### src/rtl/cameralink_pkg.sv
// cameralink_pkg: shared types and helpers for the CameraLink capture path.
// Holds the capture state encoding and the saturating counter increment.
// Pure declarations; no logic of its own.
package cameralink_pkg;

  typedef enum logic [1:0] {
    IDLE    = 2'd0,
    ARMED   = 2'd1,
    CAPTURE = 2'd2
  } cap_state_e;

  // Increment v, holding at 2^w-1 instead of wrapping (w <= 32).
  function automatic logic [31:0] sat_inc(input logic [31:0] v, input int unsigned w);
    logic [63:0] lim;
    lim = (64'd1 << w) - 64'd1;
    if ({32'd0, v} >= lim) begin
      return v;
    end
    return v + 32'd1;
  endfunction

endpackage

### src/rtl/simbus_sync_fifo.sv
// simbus_sync_fifo: single-clock FIFO with full/empty flags and register-array storage.
// Latency: a push into an empty FIFO is visible at the head on the next cycle.
// Backpressure: a push while full is accepted only if a pop happens in the same cycle.
module simbus_sync_fifo #(
  parameter int WIDTH = 8,
  parameter int DEPTH = 16
) (
  input  logic             clk_i,
  input  logic             rst_i,
  input  logic             push_i,
  input  logic [WIDTH-1:0] wr_dat_i,
  output logic             full_o,
  input  logic             pop_i,
  output logic [WIDTH-1:0] rd_dat_o,
  output logic             empty_o
);
  localparam int AW = $clog2(DEPTH);

  logic [WIDTH-1:0] mem_q [DEPTH];
  logic [AW-1:0]    wr_ptr_q;
  logic [AW-1:0]    rd_ptr_q;
  logic [AW:0]      count_q;
  logic             push_ok;
  logic             pop_ok;

  assign full_o   = (count_q == (AW+1)'(DEPTH));
  assign empty_o  = (count_q == '0);
  assign pop_ok   = pop_i & ~empty_o;
  // A pop in the same cycle frees the slot, so a push while full still lands.
  assign push_ok  = push_i & (~full_o | pop_ok);
  assign rd_dat_o = mem_q[rd_ptr_q];

  // Storage write; contents need no reset because occupancy gates every read.
  always_ff @(posedge clk_i) begin
    if (push_ok) begin
      mem_q[wr_ptr_q] <= wr_dat_i;
    end
  end

  // Pointer and occupancy bookkeeping; pointers wrap naturally since DEPTH is a power of two.
  always_ff @(posedge clk_i) begin
    if (rst_i) begin
      wr_ptr_q <= '0;
      rd_ptr_q <= '0;
      count_q  <= '0;
    end else begin
      if (push_ok) wr_ptr_q <= wr_ptr_q + AW'(1);
      if (pop_ok)  rd_ptr_q <= rd_ptr_q + AW'(1);
      case ({push_ok, pop_ok})
        2'b10:   count_q <= count_q + (AW+1)'(1);
        2'b01:   count_q <= count_q - (AW+1)'(1);
        default: count_q <= count_q;
      endcase
    end
  end

endmodule

### src/rtl/cameralink_capture.sv
// cameralink_capture: arms the camera, qualifies FVV/LVV/VCE beats and buffers them with sof/eol markers.
// Latency: each beat waits in a one-beat skid stage, then one cycle in the FIFO before out_valid.
// Backpressure: out_ready stalls the FIFO; a push while full drops the beat and sets sticky overflow.
module cameralink_capture
  import cameralink_pkg::*;
#(
  parameter int TAPS  = 1,
  parameter int BITS  = 8,
  parameter int DEPTH = 16,
  parameter int CW    = 16
) (
  input  logic                 CLOCK,
  input  logic                 RESET,
  input  logic                 FVV,
  input  logic                 LVV,
  input  logic                 VCE,
  input  logic [TAPS*BITS-1:0] pix_in,
  input  logic                 arm,
  input  logic                 continuous,
  output logic                 cam_enable,
  output logic                 cam_request,
  output logic [TAPS*BITS-1:0] out_data,
  output logic                 out_sof,
  output logic                 out_eol,
  output logic                 out_valid,
  input  logic                 out_ready,
  output logic                 frame_done,
  output logic [CW-1:0]        line_count,
  output logic [CW-1:0]        beat_count,
  output logic                 overflow
);
  localparam int DW = TAPS * BITS;

  typedef struct packed {
    logic [DW-1:0] data;
    logic          sof;
    logic          eol;
  } beat_t;

  cap_state_e    state_q;
  logic          fvv_q;          // FVV_d
  logic          lvv_q;          // LVV_d
  logic          skid_vld_q;
  logic [DW-1:0] skid_dat_q;
  logic          sof_pend_q;     // next push is the first of the frame
  logic [CW-1:0] line_cnt_q;     // lines completed in the current frame
  logic [CW-1:0] beat_cnt_q;     // beats seen in the current line
  logic [CW-1:0] line_count_q;
  logic [CW-1:0] beat_count_q;
  logic          cam_enable_q;
  logic          cam_request_q;
  logic          frame_done_q;
  logic          overflow_q;

  logic          qual;
  logic          lvv_fall;
  logic          fvv_fall;
  logic          line_end;
  logic          push;
  logic          pop;
  logic          drop;
  logic          fifo_full;
  logic          fifo_empty;
  logic [CW-1:0] line_cnt_inc;
  logic [CW-1:0] beat_cnt_inc;
  logic [DW+1:0] fifo_rd;
  beat_t         push_beat;
  beat_t         head_beat;

  assign qual     = (state_q == CAPTURE) & FVV & LVV & VCE;
  assign lvv_fall = (state_q == CAPTURE) & ~LVV & lvv_q;
  assign fvv_fall = (state_q == CAPTURE) & ~FVV & fvv_q;
  // A line only ends if it held at least one beat; an empty line leaves the stage empty.
  assign line_end = skid_vld_q & (lvv_fall | fvv_fall);
  // qual needs LVV and FVV high, so it never coincides with line_end: one push at most.
  assign push     = (qual & skid_vld_q) | line_end;
  assign pop      = out_ready & ~fifo_empty;
  assign drop     = push & fifo_full & ~pop;

  assign line_cnt_inc = CW'(sat_inc(32'(line_cnt_q), CW));
  assign beat_cnt_inc = CW'(sat_inc(32'(beat_cnt_q), CW));

  // Held beat leaves the stage tagged eol only when its line is closing.
  always_comb begin
    push_beat      = '0;
    push_beat.data = skid_dat_q;
    push_beat.sof  = sof_pend_q;
    push_beat.eol  = line_end;
  end

  simbus_sync_fifo #(
    .WIDTH (DW + 2),
    .DEPTH (DEPTH)
  ) u_fifo (
    .clk_i    (CLOCK),
    .rst_i    (RESET),
    .push_i   (push),
    .wr_dat_i (push_beat),
    .full_o   (fifo_full),
    .pop_i    (pop),
    .rd_dat_o (fifo_rd),
    .empty_o  (fifo_empty)
  );

  assign head_beat   = beat_t'(fifo_rd);
  assign out_valid   = ~fifo_empty;
  assign out_data    = head_beat.data;
  assign out_sof     = ~fifo_empty & head_beat.sof;
  assign out_eol     = ~fifo_empty & head_beat.eol;
  assign cam_enable  = cam_enable_q;
  assign cam_request = cam_request_q;
  assign frame_done  = frame_done_q;
  assign line_count  = line_count_q;
  assign beat_count  = beat_count_q;
  assign overflow    = overflow_q;

  // Capture FSM with registered camera controls, skid stage, geometry counters and status flags.
  always_ff @(posedge CLOCK) begin
    if (RESET) begin
      state_q       <= IDLE;
      fvv_q         <= 1'b0;
      lvv_q         <= 1'b0;
      skid_vld_q    <= 1'b0;
      skid_dat_q    <= '0;
      sof_pend_q    <= 1'b0;
      line_cnt_q    <= '0;
      beat_cnt_q    <= '0;
      line_count_q  <= '0;
      beat_count_q  <= '0;
      cam_enable_q  <= 1'b0;
      cam_request_q <= 1'b0;
      frame_done_q  <= 1'b0;
      overflow_q    <= 1'b0;
    end else begin
      fvv_q        <= FVV;
      lvv_q        <= LVV;
      frame_done_q <= 1'b0;
      if (drop) overflow_q <= 1'b1;
      case (state_q)
        IDLE: begin
          if (arm) begin
            state_q       <= ARMED;
            cam_enable_q  <= 1'b1;
            cam_request_q <= 1'b1;
            overflow_q    <= 1'b0;
          end
        end
        ARMED: begin
          // Only a true rising edge starts capture; a frame already running is skipped.
          if (FVV && !fvv_q) begin
            state_q       <= CAPTURE;
            cam_request_q <= 1'b0;
            line_cnt_q    <= '0;
            beat_cnt_q    <= '0;
            skid_vld_q    <= 1'b0;
            sof_pend_q    <= 1'b1;
          end
        end
        CAPTURE: begin
          if (qual) begin
            skid_vld_q <= 1'b1;
            skid_dat_q <= pix_in;
            beat_cnt_q <= beat_cnt_inc;
          end
          // sof is consumed by the first push even if the FIFO drops it.
          if (push) sof_pend_q <= 1'b0;
          if (line_end) begin
            skid_vld_q   <= 1'b0;
            beat_count_q <= beat_cnt_q;
            beat_cnt_q   <= '0;
            line_cnt_q   <= line_cnt_inc;
          end
          if (fvv_fall) begin
            line_count_q <= line_end ? line_cnt_inc : line_cnt_q;
            frame_done_q <= 1'b1;
            if (continuous) begin
              state_q       <= ARMED;
              cam_request_q <= 1'b1;
            end else begin
              state_q       <= IDLE;
              cam_enable_q  <= 1'b0;
              cam_request_q <= 1'b0;
            end
          end
        end
        default: state_q <= IDLE;
      endcase
    end
  end

endmodule

### config.mk
export PLATFORM = sky130hd
export DESIGN_NAME = cameralink_capture
export DESIGN_NICKNAME = d
export VERILOG_FILES = /design/src/rtl/cameralink_pkg.sv /design/src/rtl/simbus_sync_fifo.sv /design/src/rtl/cameralink_capture.sv
export SDC_FILE = /design/constraint.sdc
export NUM_CORES = 1
export LEC_CHECK = 0
export ABC_AREA = 1
export BUFFER_PORTS_ARGS = -buffer_cell sky130_fd_sc_hd__buf_2
export CAP_MARGIN = 20
export CORE_ASPECT_RATIO = 1.4
export CORE_MARGIN = 8
export CORE_UTILIZATION = 50
export CTS_CLUSTER_SIZE = 14
export DETAILED_ROUTE_END_ITERATION = 10
export GPL_ROUTABILITY_DRIVEN = 0
export PLACE_DENSITY = 0.75
export SYNTH_ARGS = -nofsm -noshare
export SYNTH_HDL_FRONTEND = slang
export SYNTH_SLANG_ARGS = --single-unit
### constraint.sdc
create_clock -name CLOCK -period 4.3 [get_ports CLOCK]
set_clock_uncertainty 0.15 [all_clocks]
set_input_delay 0.215 -clock CLOCK [delete_from_list [all_inputs] [get_ports CLOCK]]
set_output_delay 0.215 -clock CLOCK [all_outputs]
set_load 0.01 [all_outputs]
==> run_summary.xml <==
<?xml version="1.0" encoding="UTF-8"?>
<metrics>
  <group name="logic_synthesis">
    <metric name="synth_flop_cell" unit="">sky130_fd_sc_hd__edfxtp_1</metric>
    <metric name="synth_fp_nets" unit="">1124</metric>
    <metric name="syn-cell-area" unit="mm²">0.0112</metric>
    <metric name="number_of_enable_flip_flop_cells_after_synthesis" unit="">160</metric>
    <metric name="syn_avg_cell_area" unit="µm²">10.2</metric>
    <metric name="yosys.cell_types.count" unit="">44</metric>
    <metric name="ys_ff_latch" unit="">259</metric>
    <metric name="yosys_warnings" unit="">0</metric>
    <metric name="sequential_share_of_the_synthesized_area" unit="">0.608</metric>
    <metric name="synthArstFlopShare" unit="">0</metric>
    <metric name="postSynthCellCount" unit="">1092</metric>
  </group>
  <group name="place">
    <metric name="setup_slack_placement" unit="ns">0.897</metric>
    <metric name="placedCellCount" unit="">1409</metric>
    <metric name="place.port_buffers" unit="">62</metric>
    <metric name="place_hpwl" unit="µm">18100</metric>
  </group>
  <group name="final_layout">
    <metric name="count_of_inserted_antenna_diode_cells" unit="">0</metric>
    <metric name="drive_above_1_share" unit="">0.125</metric>
    <metric name="finalNetCount" unit="">1183</metric>
    <metric name="layout_common_cells" unit="">sky130_fd_sc_hd__edfxtp_1 (160), sky130_fd_sc_hd__nor2_1 (154), sky130_fd_sc_hd__nand2_1 (141)</metric>
    <metric name="final_cells" unit="">1466</metric>
    <metric name="flow.area_growth_from_synthesis" unit="%">12.8</metric>
    <metric name="most_frequent_standard_cell_in_the_layout_excluding_fill_and_tap_cells" unit="">sky130_fd_sc_hd__edfxtp_1</metric>
  </group>
  <group name="sta">
    <metric name="worst_max_slew_margin_expressed_relative_to_the_limit" unit="">0.370</metric>
    <metric name="setup_tns" unit="ns">0</metric>
    <metric name="final_min_period_over_clock_period" unit="">0.789</metric>
    <metric name="worst_slack" unit="ns">0.907</metric>
    <metric name="period_minus_slack" unit="ns">3.39</metric>
    <metric name="worst_slew_pin_tran" unit="ns">0.944</metric>
    <metric name="report.final.setup_viol" unit="">0</metric>
    <metric name="max_freq" unit="MHz">295</metric>
    <metric name="finalMaxSlewViolations" unit="">0</metric>
    <metric name="hold_viol_final" unit="">0</metric>
    <metric name="setup_repair_after_global_routing_missed_its_margin" unit="">no</metric>
  </group>
  <group name="floorplan">
    <metric name="core_region_area" unit="mm²">0.0219</metric>
    <metric name="die_width" unit="µm">142</metric>
    <metric name="die_height" unit="µm">193</metric>
    <metric name="start_util" unit="">0.509</metric>
    <metric name="fp-row-count" unit="">64</metric>
    <metric name="ios" unit="">63</metric>
    <metric name="fp.dieArea" unit="mm²">0.0274</metric>
  </group>
  <group name="route">
    <metric name="drt-vias-per-instance" unit="">5.55</metric>
    <metric name="drt.antenna.violating_nets" unit="">0</metric>
    <metric name="drt_iter0_drc" unit="">580</metric>
    <metric name="wire_length_per_cell" unit="µm">18.5</metric>
    <metric name="drt_drc_violations_left" unit="">0</metric>
    <metric name="drt_pre_antenna_iters" unit="">5</metric>
    <metric name="route.final.wire_length" unit="µm">27100</metric>
    <metric name="via_count" unit="">8131</metric>
  </group>
  <group name="status">
    <metric name="run_status" unit="">completed</metric>
  </group>
  <group name="worst_setup_path">
    <metric name="timing.critical_path.to_type" unit="">flip-flop</metric>
    <metric name="crit_path_top_delay_cell" unit="">sky130_fd_sc_hd__dfxtp_1</metric>
    <metric name="path_max_fanout" unit="">22</metric>
    <metric name="cpPeakStageDelay" unit="ns">0.40</metric>
    <metric name="worst_ep_arrival_time" unit="ns">3.68</metric>
    <metric name="crit_path_cell_trace" unit="">inv_1, ha_1, nand3_2, nand2_1, nand2_2, o21ai_2, nand2_2, ha_1, xor2_1, ha_1, inv_1, nand2_1, nand3_1, nand2_1, xor2_1, nand2_1, a21oi_1</metric>
    <metric name="crit_required" unit="ns">4.59</metric>
    <metric name="path_class" unit="">flip-flop to flip-flop</metric>
    <metric name="critical_path.startpoint_type" unit="">flip-flop</metric>
    <metric name="crit_top_cell" unit="">sky130_fd_sc_hd__nand2_1</metric>
  </group>
  <group name="flow_run">
    <metric name="max_cap_viol_count" unit="">0</metric>
  </group>
  <group name="cts">
    <metric name="numClockSinks" unit="">259</metric>
    <metric name="tritoncts.num_buffers" unit="">24</metric>
    <metric name="postCtsHoldBufs" unit="">13</metric>
    <metric name="worst_skew_pair.late_latency" unit="ns">0.52</metric>
    <metric name="path_clk_slew" unit="ns">0.06</metric>
    <metric name="post_cts_buffers" unit="">0</metric>
    <metric name="ctsHtreeMaxLevel" unit="">1</metric>
    <metric name="post_cts.resized_instances" unit="">0</metric>
    <metric name="cts_tree" unit="">yes</metric>
    <metric name="cts_buffer_depth" unit="">3</metric>
    <metric name="cts.root.buffer_cell" unit="">sky130_fd_sc_hd__clkbuf_16</metric>
  </group>
  <group name="pwr">
    <metric name="total_leakage_power" unit="nW">4.61</metric>
    <metric name="worst_ir_drop_vdd" unit="mV">0.309</metric>
    <metric name="cellPowerDensity" unit="mW/mm²">512</metric>
  </group>
  <group name="global_route">
    <metric name="grt.total_usage" unit="">0.198</metric>
    <metric name="grt_start_max_net_pins" unit="">52</metric>
    <metric name="grt.overflow.total" unit="">0</metric>
    <metric name="global_route_wire_length_before_repair" unit="µm">42500</metric>
    <metric name="number_of_global_route_vias_before_repair" unit="">8083</metric>
    <metric name="grt_antenna_before_repair" unit="">0</metric>
  </group>
  <group name="worst_hold_path">
    <metric name="worst_hold_path_type" unit="">input port to flip-flop</metric>
  </group>
</metrics>
[power by group]
part / internal, mW / total (mW) / switching, mW
Combinational: 0.492 / 1.47 / 0.976
Sequential: 2.72 / 2.86 / 0.139
Clock: 1.24 / 2.12 / 0.881
[cells by family after synthesis]
group | share of synthesized area
XOR/XNOR | 0.0125
AO/OA/AOI/OAI | 0.128
flip-flops | 0.608
buffers and inverters | 0.0466
multiplexers | 0.0251
adder cells (fa/ha/maj) | 0.0179
AND/OR/NAND/NOR | 0.162
[cell usage after synthesis, drive strengths merged (3+ instances only)]
cell type	count	area, µm²
nand3	82	430
clkbuf	32	120
nand4	6	56.3
xor2	13	114
dfxtp	99	1980
o221ai	32	280
ha	16	200
o21ai	108	548
nor2	158	618
o22ai	4	25.0
o21bai	8	60.1
edfxtp	160	4800
inv	68	255
clkinv	3	11.3
or2	4	25.0
nor3	6	41.3
xnor2	3	26.3
o211ai	9	67.6
nand2	150	606
mux2i	28	280
a21o	5	37.5
a21oi	69	379
buf	21	134
[metrics by stage]
step           power [mW]   util  hold slack (ns)  instance area (µm²)
2_1_floorplan        3.92      -            0.159                11200
3_3_place_gp         4.34  0.532            0.281                11700
3_5_place_dp         4.37  0.532            0.286                11700
4_1_cts              6.48  0.574           0.0896                12600
5_1_grt              6.72  0.574            0.107                12600
6_report             6.44  0.574           0.0979                12600
[worst max-delay path: cells and delay by family (launching register included)]
kind,cells,cell delay [ns]
compound gates,2,0.27
xor+xnor,2,0.39
fa+ha+maj,3,0.83
buf+inv,2,0.13
flops,1,0.40
simple gates,8,1.14
[sequential cells by signal, indices dropped and copies added, names as in the netlist, 2 cells and up, named ones only]
name	flops
beat_cnt_q	16
u_fifo.mem_q	160
skid_dat_q	8
u_fifo.count_q	5
beat_count	16
line_cnt_q	16
state_q	2
u_fifo.wr_ptr_q	4
u_fifo.rd_ptr_q	4
line_count	16
[final cells by class]
| type | instances | area [µm²] |
|---|---|---|
| Multi-Input combinational cell | 709 | 3860 |
| Sequential cell | 259 | 6790 |
| Timing Repair Buffer | 86 | 523 |
| Clock inverter | 8 | 87.6 |
| Tap cell | 297 | 372 |
| Inverter | 71 | 267 |
| Clock buffer | 36 | 697 |
| Fill cell | 1877 | 9340 |
[path summary, 6_finish.rpt]
| kind | from | to | slack (ns) | cells after the start |
|---|---|---|---|---|
| worst max-delay path | state_q[0] | u_fifo.count_q[4] | 0.91 | 17 |
| worst min-delay path | RESET | fvv_q | 0.1 | 3 |
| worst max register to register | state_q[0] | u_fifo.count_q[4] | 0.91 | 17 |
| worst min register to register | cam_enable | cam_enable | 0.29 | 2 |
[layer usage]
layer,track usage,part of all wire,up-vias
met1,0.213,0.37,3876
met4,0.0918,0.043,0
met5,0,0,-
met3,0.0275,0.050,72
met2,0.374,0.53,243
li1,-,-,3940
Note: power is estimated with default switching activity, not from simulation.
